**src/rtl/bit_serializer_if.sv**
```systemverilog
// bit_serializer_if: load/ready handshake and serial output bundle for bit_serializer.
//   load       master->slave  request to capture data (taken only while ready=1)
//   data       master->slave  parallel pattern, bit WIDTH-1 sent first
//   ready      slave->master  serializer idle, load will be accepted on the next edge
//   b          slave->master  registered serial bit
//   bit_strobe slave->master  registered, high on the first cycle of each bit period
//   busy       slave->master  word in progress
//   done       slave->master  one-cycle pulse on the last cycle of the last bit
interface bit_serializer_if #(
   parameter int unsigned WIDTH = 8
);
   logic             load;
   logic [WIDTH-1:0] data;
   logic             ready;
   logic             b;
   logic             bit_strobe;
   logic             busy;
   logic             done;

   modport master (
      output load, data,
      input  ready, b, bit_strobe, busy, done
   );

   modport slave (
      input  load, data,
      output ready, b, bit_strobe, busy, done
   );
endinterface

```
**src/rtl/bit_serializer.sv**
```systemverilog
// bit_serializer: captures a WIDTH-bit pattern on a load/ready handshake and shifts it out
// MSB-first on bus.b, each bit held for DIV clock cycles, with a per-bit strobe and an
// end-of-word done pulse so downstream detector output can be aligned to its input bit.
//
// Ports:
//   clk  rising-edge clock
//   rst  asynchronous active-low reset
//   rpt  (only with BIT_SERIALIZER_REPEAT_EN) replay the captured word when done is high
//   bus  bit_serializer_if.slave: load, data in; ready, b, bit_strobe, busy, done out
//
// Optional feature macro: BIT_SERIALIZER_REPEAT_EN (adds rpt and a captured-word register).
module bit_serializer #(
   parameter int unsigned WIDTH = 8,
   parameter int unsigned DIV   = 1
) (
   input logic clk,
   input logic rst,
`ifdef BIT_SERIALIZER_REPEAT_EN
   input logic rpt,
`endif
   bit_serializer_if.slave bus
);

   localparam int unsigned BW = $clog2(WIDTH);
   localparam int unsigned DW = (DIV > 1) ? $clog2(DIV) : 1;
   localparam logic [BW-1:0] BitLast = BW'(WIDTH - 1);
   localparam logic [DW-1:0] DivLast = DW'(DIV - 1);

   typedef enum logic [0:0] {StIdle, StShift} state_e;

   state_e           state_q, state_d;
   // MSB of the shift register is the serial output; it is kept all-zero while idle.
   logic [WIDTH-1:0] sreg_q, sreg_d;
   logic [BW-1:0]    bit_cnt_q, bit_cnt_d;
   logic [DW-1:0]    div_cnt_q, div_cnt_d;
   logic             strobe_q, strobe_d;
   logic             div_last;
   logic             done;
`ifdef BIT_SERIALIZER_REPEAT_EN
   logic [WIDTH-1:0] word_q, word_d;
`endif

   always_comb begin
      state_d   = state_q;
      sreg_d    = sreg_q;
      bit_cnt_d = bit_cnt_q;
      div_cnt_d = div_cnt_q;
      strobe_d  = 1'b0;
`ifdef BIT_SERIALIZER_REPEAT_EN
      word_d    = word_q;
`endif
      // With DIV=1 DivLast is 0 and the div counter never leaves 0.
      div_last  = (div_cnt_q == DivLast);
      done      = (state_q == StShift) && (bit_cnt_q == '0) && div_last;

      unique case (state_q)
         StIdle: begin
            if (bus.load) begin
               state_d   = StShift;
               sreg_d    = bus.data;
               bit_cnt_d = BitLast;
               div_cnt_d = '0;
               strobe_d  = 1'b1;
`ifdef BIT_SERIALIZER_REPEAT_EN
               word_d    = bus.data;
`endif
            end
         end
         StShift: begin
            if (!div_last) begin
               div_cnt_d = div_cnt_q + 1'b1;
            end else if (bit_cnt_q != '0) begin
               sreg_d    = {sreg_q[WIDTH-2:0], 1'b0};
               bit_cnt_d = bit_cnt_q - 1'b1;
               div_cnt_d = '0;
               strobe_d  = 1'b1;
`ifdef BIT_SERIALIZER_REPEAT_EN
            end else if (rpt) begin
               // Seamless replay: no idle gap, ready stays low.
               sreg_d    = word_q;
               bit_cnt_d = BitLast;
               div_cnt_d = '0;
               strobe_d  = 1'b1;
`endif
            end else begin
               state_d   = StIdle;
               sreg_d    = '0;
               div_cnt_d = '0;
            end
         end
         default: begin
            state_d = StIdle;
            sreg_d  = '0;
         end
      endcase
   end

   always_ff @(posedge clk or negedge rst) begin
      if (!rst) begin
         state_q   <= StIdle;
         sreg_q    <= '0;
         bit_cnt_q <= '0;
         div_cnt_q <= '0;
         strobe_q  <= 1'b0;
      end else begin
         state_q   <= state_d;
         sreg_q    <= sreg_d;
         bit_cnt_q <= bit_cnt_d;
         div_cnt_q <= div_cnt_d;
         strobe_q  <= strobe_d;
      end
   end

`ifdef BIT_SERIALIZER_REPEAT_EN
   always_ff @(posedge clk or negedge rst) begin
      if (!rst) begin
         word_q <= '0;
      end else begin
         word_q <= word_d;
      end
   end
`endif

   assign bus.ready      = (state_q == StIdle);
   assign bus.busy       = (state_q == StShift);
   assign bus.b          = sreg_q[WIDTH-1];
   assign bus.bit_strobe = strobe_q;
   assign bus.done       = done;

endmodule

```
**src/flat_wrapper.sv**
```systemverilog
// flat-port wrapper written by rule: the top's interface ports become plain ports
module bit_serializer_flat 
#(
   parameter int unsigned WIDTH = 8,
   parameter int unsigned DIV   = 1
)
  (clk, rst, bus_load, bus_data, bus_ready, bus_b, bus_bit_strobe, bus_busy, bus_done);
  bit_serializer_if #(.WIDTH(WIDTH)) bus_i ();
  input logic clk;
  input logic rst;
  input wire logic [$bits(bus_i.load)-1:0] bus_load;
  input wire logic [$bits(bus_i.data)-1:0] bus_data;
  output wire logic [$bits(bus_i.ready)-1:0] bus_ready;
  output wire logic [$bits(bus_i.b)-1:0] bus_b;
  output wire logic [$bits(bus_i.bit_strobe)-1:0] bus_bit_strobe;
  output wire logic [$bits(bus_i.busy)-1:0] bus_busy;
  output wire logic [$bits(bus_i.done)-1:0] bus_done;
  assign bus_i.load = bus_load;
  assign bus_i.data = bus_data;
  assign bus_ready = bus_i.ready;
  assign bus_b = bus_i.b;
  assign bus_bit_strobe = bus_i.bit_strobe;
  assign bus_busy = bus_i.busy;
  assign bus_done = bus_i.done;
  bit_serializer #(.WIDTH(WIDTH), .DIV(DIV)) u_core (.clk(clk), .rst(rst), .bus(bus_i));
endmodule
```
**config.mk**
```make
export PLATFORM = sky130hd
export DESIGN_NAME = bit_serializer_flat
export DESIGN_NICKNAME = d
export VERILOG_FILES = /design/src/rtl/bit_serializer_if.sv /design/src/rtl/bit_serializer.sv /design/src/flat_wrapper.sv
export SDC_FILE = /design/constraint.sdc
export NUM_CORES = 1
export LEC_CHECK = 0
export ABC_AREA = 1
export CAP_MARGIN = 10
export CORE_MARGIN = 8
export CORE_UTILIZATION = 35
export DETAILED_ROUTE_END_ITERATION = 10
export SLEW_MARGIN = 15
export SYNTH_ARGS = -nofsm -noshare
export SYNTH_HDL_FRONTEND = slang
export SYNTH_SLANG_ARGS = --single-unit
```
**constraint.sdc**
```tcl
create_clock -name clk -period 1.1 [get_ports clk]
set_clock_uncertainty 0.15 [all_clocks]
set_input_delay 0.11 -clock clk [delete_from_list [all_inputs] [get_ports clk]]
set_output_delay 0.11 -clock clk [all_outputs]
set_load 0.005 [all_outputs]
```
[Yosys cells after proc, flatten, opt, wreduce, memory -nomap -nowiden]
Index checks and enable logic that the tools add are counted.
Cells by class
  add/subtract/negate cells: 2
  eq/ne operators: 3
  muxes and demuxes: 17
  bitwise operators: 2
  reduce and logical (&&, ||, !) cells: 6
Operator list (number)
  2-to-1 mux 8 bit: 3
  one-hot mux 8 bit (2 select lines): 1
  2-to-1 mux 3 bit: 3
  2-to-1 mux 1 bit: 6
  != test 2 bit (second input constant): 3
  one-hot mux 1 bit (2 select lines): 3
  one-hot mux 3 bit (2 select lines): 1
  logical NOT 3 bit: 1
  AND reduction 3 bit: 1
  nonzero test 3 bit: 1
  subtractor 3 x 1 -> 3 bit (second input constant): 1
  logical AND 1 bit: 2
  inverter 1 bit: 2
  AND reduction 2 bit: 1
  adder 1 bit (second input constant): 1
Storage, ports and cells
  flip-flop bits (word level): 14
  word-level logic and storage cells: 35

[Logic depth before layout (Yosys ltp)]
  depth in word-level cells: 4
  depth in mapped cells: 7
  mapped depth without buffers: 7

[Worst setup path before layout]
OpenSTA, ideal clock, no wires.
  path type: reg2reg
  start point: register u_core.bit_cnt_q[0]
  end point: register u_core.bit_cnt_q[2]
  setup time: 116 ps
  arrival time: 904 ps
  slack: -71 ps
  cell stages (with the launch flop): 7
  path buffers: 0
  cells stage by stage: dfrtp_1 inv_1 ha_1 nand3_1 nand2_2 nand2_1 nand2_1
On the way
  longest elaborated chain between the ends: 4
  elaborated cells between the ends (all ways): 7
RTL lines
  start, declared: line bit_serializer.sv:34  | logic [BW-1:0] bit_cnt_q, bit_cnt_d;
  start signal, assigned: line bit_serializer.sv:108  | bit_cnt_q <= bit_cnt_d;
  subtractor 3 x 1 -> 3 bit: line bit_serializer.sv:74  | bit_cnt_d = bit_cnt_q - 1'b1;
  2-to-1 mux 3 bit: line bit_serializer.sv:72  | end else if (bit_cnt_q != '0) begin
  2-to-1 mux 3 bit: line bit_serializer.sv:70  | if (!div_last) begin
  one-hot mux 3 bit (2 select lines): line bit_serializer.sv:56  | unique case (state_q)
Several ways; a longest one is shown, not always the timed one. The select of a mux whose other input is x is not followed.
A chain may end at the register's enable or synchronous reset.

[Final worst setup path]
  start point: register u_core.bit_cnt_q[1]
  end point: output port bus_done
On the way
  longest elaborated chain between the ends: 3
RTL lines
  logical NOT 3 bit: line bit_serializer.sv:54  | done = (state_q == StShift) && (bit_cnt_q == '0) && div_last;
  logical AND 1 bit (2 in a row): line bit_serializer.sv:54
  end, declared: line flat_wrapper.sv:17  | output wire logic [$bits(bus_i.done)-1:0] bus_done;
Every way passes these cells.

==> impl_metrics.py <==
metrics = {
    "run_status": {
        "status": "finished with violations",
        "violations": "setup timing",
    },
    "yosys": {
        "synth-seq-area-share_pct": 43.6,
        "synthTopCellsByArea": "dfrtp_1 (44%), nand2_1 (12%), nand2_2 (7.3%)",
        "synthesis.nets": 102,
        "synth_top_cell_area_share_pct": 43.6,
        "ys_seq_elements": 12,
        "syn_area_per_cell_um2": 7.73,
        "ys_types": 15,
        "ys_warn_count": 0,
        "netlist_instances": 89,
        "synth_largest_area_cell": "dfrtp_1",
        "syn_area_um2": 688,
    },
    "layout": {
        "stdcell_count": 155,
        "final_common_cell": "buf_4",
        "drive_above_1_share_pct": 53.9,
        "diodes": 0,
        "nNetsFinal": 142,
        "final_util_pct": 64.6,
        "most-common-layout-cells": "buf_4 (16), nand2_1 (13), dfrtp_1 (11)",
        "num-fill-cells": 157,
        "synthToLayoutAreaGrowth_pct": 78.5,
    },
    "placement": {
        "dpl.hpwl_mm": 1.26,
        "pre_cts_ws_ns": -0.375,
        "dp_cells": 145,
        "gp_congestion": 0.784,
        "io_buffer_count": 15,
    },
    "timing": {
        "finalSetupViolCount": 15,
        "max_clock_freq_mhz": 729,
        "rsz0062_at_grt": "yes",
        "drv_slew": 0,
        "worstMarginPinSlew_ns": 0.228,
        "slew_headroom_pct": 84.6,
        "finalHoldViolCount": 0,
        "setup_slack_ns": -0.272,
        "min_period_ns": 1.37,
        "post-route-period-util_pct": 125,
        "tns_ns": -2.50,
    },
    "power_and_ir_drop": {
        "powerDensity_mw_per_mm2": 2710,
        "power_w": 0.00334,
        "ir_worst_vdd_uv": 1260,
        "p_leak_nw": 0.559,
    },
    "global_route": {
        "track_usage_pct": 11.0,
        "grt_pass1_wl_mm": 2.96,
        "grt_pass1_vias": 690,
        "grt_overflow_total": 0,
        "antenna_found_initial": 0,
        "grt_max_degree": 13,
    },
    "critical_path": {
        "cp.arrival_ns": 1.11,
        "slowest_delay_ns": 0.39,
        "critPathCaptureType": "output pin",
        "path_buf_inv": 3,
        "required_ns": 0.84,
        "critPathTopFamily": "flip-flops",
        "crit_path_max_fanout": 2,
        "path_cells": "inv_2 -> ha_4 -> nand3_4 -> inv_2 -> buf_6",
        "slowest_stage": "dfrtp_1",
        "setup.worst_path.class": "reg -> out",
        "critPathLaunchType": "flip-flop",
        "cpMostUsedCell": "inv_2",
    },
    "floorplanning": {
        "core_mm2": 0.00190,
        "die_area_mm2": 0.00364,
        "rows": 16,
        "die_h_um": 60.3,
        "die_x_um": 60.3,
        "start_util_pct": 36.2,
        "design.portCount": 16,
    },
    "detailed_routing": {
        "via_per_inst": 4.55,
        "avgRoutedWirePerCell_um": 13.1,
        "routed_wl_mm": 2.03,
        "antenna_left": 0,
        "route.vias.total": 706,
        "drt-pass1-iter-count": 4,
        "remaining_drc_errors": 0,
        "drt_iter0_drc": 15,
    },
    "flow_run": {
        "cap_viol_max_count": 0,
    },
    "clock_network": {
        "cts_tree": "yes",
        "clkSinkCount": 12,
        "cts.path.max_buffers": 2,
        "clockRootBuffer": "clkbuf_4",
        "cts.clk_slew.worst_paths_ns": 0.08,
        "cts_buffers": 3,
        "cts_max_level": 1,
        "insertion_delay_ns": 0.27,
    },
    "hold_path": {
        "min_path_type": "in -> reg",
    },
}
[area by class of cell]
class | instances | area, um^2 | area share [%]
tap | 27 | 33.8 | 2.75
inverter | 13 | 53.8 | 4.38
sequential | 12 | 302 | 24.5
timing repair buffer | 37 | 340 | 27.7
clock buffer | 4 | 36.3 | 2.95
multi-input combinational | 62 | 463 | 37.7
[where the power goes]
group          internal [W]  total, W  switching (W)
Clock              0.000201  0.000360       0.000159
Combinational       0.00109   0.00217        0.00108
Sequential         0.000660  0.000805       0.000145
Total               0.00195   0.00334        0.00138
[worst register-to-register path: cells and delay by family, from the launching register on]
kind          cells  cell delay [ns]
flops             1             0.39
fa+ha+maj         1             0.15
simple gates      5             0.34
buf+inv           2             0.21
[synthesized netlist by cell type]
| master | number |
|---|---|
| o21ai_1 | 1 |
| inv_2 | 2 |
| a21oi_2 | 5 |
| buf_6 | 2 |
| nand3_1 | 4 |
| ha_1 | 2 |
| dfrtp_1 | 12 |
| clkinv_1 | 5 |
| nor2_1 | 10 |
| nand2_2 | 8 |
| inv_1 | 6 |
| buf_4 | 1 |
| a21oi_1 | 2 |
| nand2_1 | 22 |
| o21ai_0 | 7 |
[final timing paths]
check	slack [ns]	startpoint	depth (start not counted)	to
setup reg to reg	-0.25	u_core.bit_cnt_q[1]	8	u_core.bit_cnt_q[2]
max in group asynchronous	0.09	rst	3	u_core.bus.busy
hold reg to reg	0.35	u_core.bit_cnt_q[1]	2	u_core.bit_cnt_q[1]
hold / removal	0.25	bus_data[0]	3	u_core.sreg_q[0]
setup / recovery	-0.27	u_core.bit_cnt_q[1]	5	bus_done
min in group asynchronous	0.53	rst	3	u_core.sreg_q[7]
[registers in the layout, indices dropped and copies added (netlist names)]
name and count:
u_core.sreg_q 8, u_core.bit_cnt_q 3, u_core.bus.busy 1
[logic make-up (layout without fill, tap and decap cells)]
| group | count (synthesis) | count (layout) | share of synthesized area [%] |
|---|---|---|---|
| compound gates | 15 | 15 | 13.6 |
| buf+inv | 16 | 54 | 11.5 |
| flops | 12 | 12 | 43.6 |
| fa+ha+maj | 2 | 2 | 3.64 |
| simple gates | 44 | 45 | 27.6 |
[timing repair]
action | in CTS | in global routing
endpoints found under the hold margin | 12 | 0
gates resized for setup | 48 | 17
endpoints found under the setup margin | 16 | 16
hold buffers | 1 | 0
cloned | 0 | 1
buffers inserted | 5 | 1
pin swaps | 16 | 6
[metrics by stage]
stage	hold WS (ns)	area (um^2)
after floorplan	-0.336	711
after global placement	0.282	992
after detailed placement	0.280	992
after CTS	0.258	1160
after global routing	0.281	1230
final	0.250	1230
[routing by layer]
metal	routed length [um]	GRT usage [%]	vias to the layer above
met4	41	6.12	0
met1	773	10.8	324
li1	-	-	355
met3	93	2.33	5
met5	0	0	-
met2	1120	20.7	22
No activity file was read; power rests on OpenSTA's default activity.
